$ cat src/rtl/mem_arb_pkg.sv
// Shared types and defaults for the unified-memory port arbiter.
package mem_arb_pkg;

   typedef enum logic [1:0] {
      IDLE   = 2'd0,
      BUSY_I = 2'd1,
      BUSY_D = 2'd2
   } arb_state_t;

   typedef enum logic [1:0] {
      GNT_NONE = 2'd0,
      GNT_I    = 2'd1,
      GNT_D    = 2'd2
   } grant_t;

   localparam int MEM_LAT_DEFAULT      = 2;
   localparam int MAX_D_STREAK_DEFAULT = 4;

   // Bits needed to hold 0..max_val; never less than one bit.
   function automatic int cnt_width(input int max_val);
      return (max_val < 2) ? 1 : $clog2(max_val + 1);
   endfunction

endpackage

$ cat src/rtl/mem_lat_counter.sv
// Transfer latency counter: loads 1 on start, counts up to MEM_LAT, flags terminal count.
module mem_lat_counter
   import mem_arb_pkg::*;
#(
   parameter int MEM_LAT = MEM_LAT_DEFAULT
) (
   input  logic clk,
   input  logic rst,
   input  logic i_start,
   output logic o_tc
);

   localparam int CW = cnt_width(MEM_LAT);
   localparam logic [CW-1:0] LAT_V = CW'(MEM_LAT);

   logic [CW-1:0] r_cnt;

   // Zero means idle; the terminal value wraps straight back to idle.
   always_ff @(posedge clk) begin
      if (rst) begin
         r_cnt <= '0;
      end else if (i_start) begin
         r_cnt <= CW'(1);
      end else if (r_cnt == LAT_V) begin
         r_cnt <= '0;
      end else if (r_cnt != '0) begin
         r_cnt <= r_cnt + CW'(1);
      end
   end

   assign o_tc = (r_cnt == LAT_V);

endmodule

$ cat src/rtl/mem_port_arbiter.sv
// Arbitrates one single-ported fixed-latency memory between fetch and data access.
// Optional statistics counters are enabled with the ARB_STATS_EN macro.
//
// state  | meaning
// IDLE   | no transfer outstanding; grant decided and issued this cycle
// BUSY_I | fetch transfer in flight, waiting for MEM_LAT
// BUSY_D | data transfer in flight, waiting for MEM_LAT
module mem_port_arbiter
   import mem_arb_pkg::*;
#(
   parameter int ADDR_W       = 32,
   parameter int DATA_W       = 32,
   parameter int MEM_LAT      = MEM_LAT_DEFAULT,
   parameter int MAX_D_STREAK = MAX_D_STREAK_DEFAULT
) (
   input  logic              clk,
   input  logic              rst,
   input  logic              if_req,
   input  logic [ADDR_W-1:0] if_addr,
   input  logic              if_kill,
   output logic [DATA_W-1:0] if_rdata,
   output logic              if_valid,
   input  logic              dm_req,
   input  logic              dm_we,
   input  logic [ADDR_W-1:0] dm_addr,
   input  logic [DATA_W-1:0] dm_wdata,
   output logic [DATA_W-1:0] dm_rdata,
   output logic              dm_done,
   output logic              StallMemF,
   output logic              StallMemM,
   output logic              mem_req,
   output logic              mem_we,
   output logic [ADDR_W-1:0] mem_addr,
   output logic [DATA_W-1:0] mem_wdata,
   input  logic [DATA_W-1:0] mem_rdata
`ifdef ARB_STATS_EN
   ,
   output logic [31:0]       stat_conflicts,
   output logic [31:0]       stat_busy
`endif
);

   localparam int SW = cnt_width(MAX_D_STREAK);
   localparam logic [SW-1:0] MAX_STREAK_V = SW'(MAX_D_STREAK);

   arb_state_t    r_state, w_state_nxt;
   grant_t        w_grant;
   logic [SW-1:0] r_d_streak, w_d_streak_nxt;
   logic          r_kill_pend, w_kill_pend_nxt;
   logic          r_d_we;
   logic [DATA_W-1:0] r_if_rdata, r_dm_rdata;
   logic          w_tc;
   logic          w_if_done, w_dm_done;
   logic          w_if_valid, w_dm_load;

   mem_lat_counter #(.MEM_LAT(MEM_LAT)) u_lat (
      .clk     (clk),
      .rst     (rst),
      .i_start (mem_req),
      .o_tc    (w_tc)
   );

   always_comb begin
      w_grant         = GNT_NONE;
      w_state_nxt     = r_state;
      w_d_streak_nxt  = r_d_streak;
      w_kill_pend_nxt = r_kill_pend;
      w_if_done       = 1'b0;
      w_dm_done       = 1'b0;
      // Nothing is granted or completed while reset is held.
      if (!rst) begin
         case (r_state)
            IDLE: begin
               if (dm_req && (!if_req || (r_d_streak < MAX_STREAK_V))) begin
                  w_grant        = GNT_D;
                  w_state_nxt    = BUSY_D;
                  w_d_streak_nxt = if_req ? (r_d_streak + SW'(1)) : '0;
               end else if (if_req && !if_kill) begin
                  w_grant        = GNT_I;
                  w_state_nxt    = BUSY_I;
                  w_d_streak_nxt = '0;
               end
            end
            BUSY_I: begin
               if (if_kill) w_kill_pend_nxt = 1'b1;
               if (w_tc) begin
                  w_if_done       = 1'b1;
                  w_kill_pend_nxt = 1'b0;
                  w_state_nxt     = IDLE;
               end
            end
            BUSY_D: begin
               if (w_tc) begin
                  w_dm_done   = 1'b1;
                  w_state_nxt = IDLE;
               end
            end
            default: w_state_nxt = IDLE;
         endcase
      end
   end

   // A squash landing on the completion cycle itself also drops the result.
   assign w_if_valid = w_if_done && !r_kill_pend && !if_kill;
   assign w_dm_load  = w_dm_done && !r_d_we;

   always_ff @(posedge clk) begin
      if (rst) begin
         r_state     <= IDLE;
         r_d_streak  <= '0;
         r_kill_pend <= 1'b0;
         r_d_we      <= 1'b0;
         r_if_rdata  <= '0;
         r_dm_rdata  <= '0;
      end else begin
         r_state     <= w_state_nxt;
         r_d_streak  <= w_d_streak_nxt;
         r_kill_pend <= w_kill_pend_nxt;
         if (w_grant == GNT_D) r_d_we <= dm_we;
         if (w_if_valid) r_if_rdata <= mem_rdata;
         if (w_dm_load)  r_dm_rdata <= mem_rdata;
      end
   end

   assign mem_req   = (w_grant != GNT_NONE);
   assign mem_we    = (w_grant == GNT_D) && dm_we;
   assign mem_addr  = (w_grant == GNT_D) ? dm_addr :
                      (w_grant == GNT_I) ? if_addr : '0;
   assign mem_wdata = (w_grant == GNT_D) ? dm_wdata : '0;

   // Results are forwarded straight from memory on the completion cycle, then held.
   assign if_valid  = w_if_valid;
   assign if_rdata  = w_if_valid ? mem_rdata : r_if_rdata;
   assign dm_done   = w_dm_done;
   assign dm_rdata  = w_dm_load ? mem_rdata : r_dm_rdata;

   assign StallMemF = if_req && !w_if_valid;
   assign StallMemM = dm_req && !w_dm_done;

`ifdef ARB_STATS_EN
   logic [31:0] r_stat_conflicts, r_stat_busy;

   always_ff @(posedge clk) begin
      if (rst) begin
         r_stat_conflicts <= '0;
         r_stat_busy      <= '0;
      end else begin
         if ((r_state == IDLE) && if_req && dm_req && (r_stat_conflicts != '1))
            r_stat_conflicts <= r_stat_conflicts + 32'd1;
         if ((r_state != IDLE) && (r_stat_busy != '1))
            r_stat_busy <= r_stat_busy + 32'd1;
      end
   end

   assign stat_conflicts = r_stat_conflicts;
   assign stat_busy      = r_stat_busy;
`endif

endmodule
$ cat config.mk
export PLATFORM = sky130hd
export DESIGN_NAME = mem_port_arbiter
export DESIGN_NICKNAME = d
export VERILOG_FILES = /design/src/rtl/mem_arb_pkg.sv /design/src/rtl/mem_lat_counter.sv /design/src/rtl/mem_port_arbiter.sv
export SDC_FILE = /design/constraint.sdc
export NUM_CORES = 1
export LEC_CHECK = 0
export BUFFER_PORTS_ARGS = -buffer_cell sky130_fd_sc_hd__buf_2
export CORE_MARGIN = 3
export CORE_UTILIZATION = 35
export DETAILED_ROUTE_END_ITERATION = 7
export PLACE_DENSITY = 0.69
export SLEW_MARGIN = 20
export SYNTH_ARGS = -nofsm -noshare
export SYNTH_HDL_FRONTEND = slang
export SYNTH_SLANG_ARGS = --single-unit
$ cat constraint.sdc
create_clock -name clk -period 2.3 [get_ports clk]
set_clock_uncertainty 0.15 [all_clocks]
set_input_delay 0.345 -clock clk [delete_from_list [all_inputs] [get_ports clk]]
set_output_delay 0.345 -clock clk [all_outputs]
set_load 0.02 [all_outputs]
# Word level (Yosys, flattened, before mapping)
# Index checks and enable logic that the tools add are counted.
[op_classes]
add_sub_neg = 2
order_cmp = 1
n_eq_ne = 7
mux = 26
reduce_logical = 26
[ops]
columns = ["op", "n"]
rows = [
  ["32-bit 2-to-1 mux", 5],
  ["2-bit 2-to-1 mux", 6],
  ["1-bit 2-to-1 mux", 11],
  ["3-bit 2-to-1 mux", 3],
  ["1-bit logical AND", 8],
  ["2-bit nonzero test", 4],
  ["2-bit equality test, second input constant", 3],
  ["1-bit zero test", 6],
  ["2-bit AND reduction", 3],
  ["2-bit by 1-bit equality test with 1-bit output, second input constant", 2],
  ["2-bit one-hot mux with 2 select lines", 1],
  ["3-bit by 1-bit adder with 3-bit output, second input constant", 1],
  ["3-bit < comparator, second input constant", 1],
  ["3-bit != test, second input constant", 1],
  ["3-bit nonzero test", 1],
  ["3-bit OR reduction", 1],
  ["2-bit by 1-bit adder with 2-bit output, second input constant", 1],
  ["2-bit zero test", 1],
  ["2-bit by 1-bit != test with 1-bit output, second input constant", 1],
  ["2-bit OR reduction", 1],
  ["1-bit logical OR", 1],
]
[word_totals]
regBits = 73
inputBits = 134
out_inout_bits = 134
word_cells = 70

# Logic depth before layout (Yosys ltp)
[logic_depth]
depth_word = 9
mapped_depth = 8
depth_no_buf = 5

# Cells and area by module
# A second synthesis with hierarchy kept.
[hier_totals]
cells_unflattened = 502
hier_area_um2 = 4036.4
[modules_own_cells]
columns = ["module", "n_inst", "cells_per_inst", "area_per_inst_um2", "seq_area_each_um2"]
rows = [
  ["mem_port_arbiter", 1, 489, 3891.2, 1421.4],
  ["mem_lat_counter", 1, 13, 145.1, 40.0],
]

# Worst setup path before layout
# OpenSTA, ideal clock, no wires.
[synth_path]
kind = "register to output"
from = "register u_lat.r_cnt[0]"
to = "output if_rdata[0]"
arrival_time_ns = 1.611
slack_ns = 0.194
stages_incl_launch_ff = 7
cell_sequence = "dfxtp_1 inv_1 ha_1 nor4b_4 buf_6 nand3_1 a21bo_1"
[synth_between]
elab_chain_cells = 7
[synth_rtl]
columns = ["item", "line_no", "source"]
rows = [
  ["from (decl)", "mem_lat_counter.sv:16", "logic [CW-1:0] r_cnt;"],
  ["from (signal assigned)", "mem_lat_counter.sv:27", "r_cnt <= r_cnt + CW'(1);"],
  ["2-bit equality test", "mem_lat_counter.sv:31", "assign o_tc = (r_cnt == LAT_V);"],
  ["1-bit 2-to-1 mux", "mem_port_arbiter.sv:86", "if (w_tc) begin"],
  ["1-bit 2-to-1 mux", "mem_port_arbiter.sv:72", "case (r_state)"],
  ["1-bit 2-to-1 mux", "mem_port_arbiter.sv:71", "if (!rst) begin"],
  ["1-bit logical AND (2 in a row)", "mem_port_arbiter.sv:104", "assign w_if_valid = w_if_done && !r_kill_pend && !if_kill;"],
  ["32-bit 2-to-1 mux", "n/a", ""],
  ["to (decl)", "mem_port_arbiter.sv:21", "output logic [DATA_W-1:0] if_rdata,"],
]
# Every way passes these cells.

# Worst setup path in the final report
[layout_path]
from = "register u_lat.r_cnt[0]"
to = "output dm_rdata[30]"
[layout_between]
elab_chain_cells = 6
[layout_rtl]
columns = ["item", "line_no", "source"]
rows = [
  ["2-bit equality test", "mem_lat_counter.sv:31", ""],
  ["1-bit 2-to-1 mux", "mem_port_arbiter.sv:93", "if (w_tc) begin"],
  ["1-bit 2-to-1 mux", "mem_port_arbiter.sv:72", ""],
  ["1-bit 2-to-1 mux", "mem_port_arbiter.sv:71", ""],
  ["1-bit logical AND", "mem_port_arbiter.sv:105", "assign w_dm_load = w_dm_done && !r_d_we;"],
  ["32-bit 2-to-1 mux", "n/a", ""],
  ["to (decl)", "mem_port_arbiter.sv:27", "output logic [DATA_W-1:0] dm_rdata,"],
]
# Every way passes these cells.

==> impl_metrics.env <==
export IMPL_io_buffers=267
export IMPL_yosys_area_top_type="dfxtp_1"
export IMPL_syn_area_um2=3994
export IMPL_power_frac_clock_pct=36.1
export IMPL_crit_arrival_ns=1.99
export IMPL_max_freq_mhz=402.3
export IMPL_cts_tree="built"
export IMPL_hpwl_um=13690
export IMPL_viasPerCell=5.696
export IMPL_total_leakage_power_nw=4.093
export IMPL_rsz0062_at_grt="yes"
export IMPL_violations="setup timing"
export IMPL_netlist_top_cells_count="nand2_1, dfxtp_1, a21oi_1"
export IMPL_peakVddDrop_uv=451.6
export IMPL_rows=38
export IMPL_cap_violations=0
export IMPL_crit_type="reg2out"
export IMPL_async_flop_share_pct=0
export IMPL_initial_utilization_pct=36.36
export IMPL_holdCritPathClass="in2reg"
export IMPL_postSynthNetCount=637
export IMPL_p_total_mw=3.925
export IMPL_grt_pass1_vias=5050
export IMPL_clock_latency_ns=0.33
export IMPL_grt_usage_pct=29.91
export IMPL_netlist_instances=496
export IMPL_cts_max_level=3
export IMPL_cellPowerDensity_nw_per_um2=505.6
export IMPL_synthDistinctLibCells=35
export IMPL_max_slew_margin_rel_pct=66.13
export IMPL_wl_per_cell_um=23.84
export IMPL_cts_sinks=73
export IMPL_netlist_area_leader_share_pct=36.59
export IMPL_regArea_um2=1469
export IMPL_place_ws_ns=0.04734
export IMPL_drt_initial_drc_count=457
export IMPL_cp_max_fo=7
export IMPL_synth_edf_count=0
export IMPL_final_fill_count=748
export IMPL_fin_crit_ns=2.486
export IMPL_start_kind="flop"
export IMPL_grt_overflow_total=0
export IMPL_finalNetCount=941
export IMPL_pwr_share_comb_pct=30.6
export IMPL_synth_flop_cell="dfxtp_1"
export IMPL_diodes=0
export IMPL_layout_setup_ws_ns=-0.1856
export IMPL_setup_viol_count_final=66
export IMPL_worstMarginPinSlew_ns=0.5075
export IMPL_gp_congestion=0.9974
export IMPL_p_int_mw=2.697
export IMPL_drive_gt1_share_pct=57.02
export IMPL_required_ns=1.80
export IMPL_finalMaxSlewViolations=0
export IMPL_firstDrtPassIters=5
export IMPL_grt_pass1_wl_um=29170
export IMPL_ys_seq_elements=73
export IMPL_yosysMostFrequentCell="nand2_1"
export IMPL_grt_max_degree=34
export IMPL_die_h_um=112.8
export IMPL_power_switching_mw=1.227
export IMPL_hold_buffers=0
export IMPL_route_antenna_remaining_nets=0
export IMPL_multiInputGateArea_um2=2932
export IMPL_cts_max_path_buffers=2
export IMPL_switching_share_pct=31.27
export IMPL_fp_dieW_um=112.8
export IMPL_route_detailed_drc=0
export IMPL_cts_buffers=9
export IMPL_clkTransAtPathRegs_ns=0.06
export IMPL_min_period_over_period_pct=108.1
export IMPL_via_count=5383
export IMPL_syn2layout_area_growth_pct=94.36
export IMPL_yosysSeqAreaShare_pct=36.59
export IMPL_syn_area_per_cell_um2=8.052
export IMPL_seqPwrFrac_pct=33.3
export IMPL_cts_root_buf="clkbuf_16"
export IMPL_hold_viol=0
export IMPL_synth_warnings=0
export IMPL_status="finished with violations"
export IMPL_io_pins=268
export IMPL_critPathCaptureType="output pin"
export IMPL_antenna_found_initial=3
export IMPL_die_area_um2=12730
export IMPL_postRouteWirelength_um=22530
export IMPL_synthTopCellsByArea="dfxtp_1, nand2_1, a22o_1"
export IMPL_core_um2=10980
## cell type report
type	count	share of cell area [%]
tap	140	2.257
sequential	73	18.92
clock buffer	10	2.950
timing repair buffer	334	36.78
clock inverter	6	0.8704
multi-input combinational	374	37.77
inverter	8	0.4513
## critical path: stages (launching register included)
cell      delay, ns
dfxtp_2        0.32
inv_2          0.07
ha_4           0.13
buf_6          0.12
nor4bb_4       0.34
buf_6          0.20
buf_6          0.15
nand2_2        0.08
nand2_1        0.11
buf_6          0.13
## final timing paths
| kind | from | end | slack (ns) | depth (start not counted) |
|---|---|---|---|---|
| worst min-delay path | mem_rdata[5] | r_if_rdata[5] | 0.12 | 3 |
| worst max register to register | r_state[1] | r_if_rdata[13] | 0.26 | 6 |
| worst max-delay path | u_lat.r_cnt[0] | dm_rdata[30] | -0.19 | 9 |
| worst min register to register | r_dm_rdata[19] | r_dm_rdata[19] | 0.32 | 2 |
## placed cells by master, fill, tap and decap left out, types with 5 or more instances in the layout
cell / count
nand2_4: 10
clkbuf_16: 15
o211ai_1: 32
buf_6: 98
a21bo_1: 28
nand3_4: 11
a21oi_1: 37
nand3_1: 19
nand3_2: 5
nand2_1: 86
buf_2: 153
a22o_4: 18
buf_12: 11
dfxtp_1: 69
nand2_2: 33
and2_1: 30
buf_16: 6
buf_4: 58
a22o_1: 16
## cells by family after synthesis
| group | Yosys count | synth area share, % |
|---|---|---|
| mux | 3 | 0.8145 |
| flops | 73 | 36.59 |
| buf+inv | 52 | 6.986 |
| simple gates | 219 | 26.06 |
| fa+ha+maj | 7 | 2.193 |
| compound gates | 142 | 27.35 |
## power by group through the flow
stage / sequential, mW / clock (mW) / combinational, mW
final: 1.31 / 1.42 / 1.20
after CTS: 1.30 / 1.40 / 1.01
after global placement: 1.33 / 0 / 0.773
after global routing: 1.31 / 1.47 / 1.25
after floorplan: 1.32 / 0 / 0.422
after detailed placement: 1.33 / 0 / 0.782
## layer usage
| metal | track usage [%] | vias to the layer above | part of all wire [%] |
|---|---|---|---|
| met5 | 0 | - | 0.12 |
| met4 | 15.95 | 4 | 6.2 |
| met3 | 9.412 | 99 | 9.6 |
| met2 | 52.84 | 383 | 51 |
| met1 | 31.65 | 2547 | 33 |
| li1 | - | 2350 | - |
## sequential cells by signal (all words and copies together), names as in the netlist
name and count:
r_if_rdata 32, r_state 2, r_d_streak 3, r_d_we 1
r_kill_pend 1, r_dm_rdata 32, u_lat.r_cnt 2
## timing repair
| action | 4_1_cts | 5_1_grt |
|---|---|---|
| endpoints found under the setup margin | 131 | 125 |
| setup buffers | 18 | 19 |
| gates resized for setup | 182 | 184 |
| pin swaps | 17 | 51 |
| cloned | 11 | 7 |
## metrics by stage
stage          hold WS (ns)  utilization [%]  setup TNS, ns  instances  area, µm²
2_1_floorplan        0.2943                -              0        496       3994
3_3_place_gp         0.3018            50.22              0        878       5515
3_5_place_dp         0.3083            50.22              0        878       5515
4_1_cts             0.09505            62.80         -2.868        923       6898
5_1_grt              0.1346            70.68         -10.05        945       7762
6_report             0.1232            70.68         -5.642        945       7762
No activity file was read; power rests on OpenSTA's default activity.
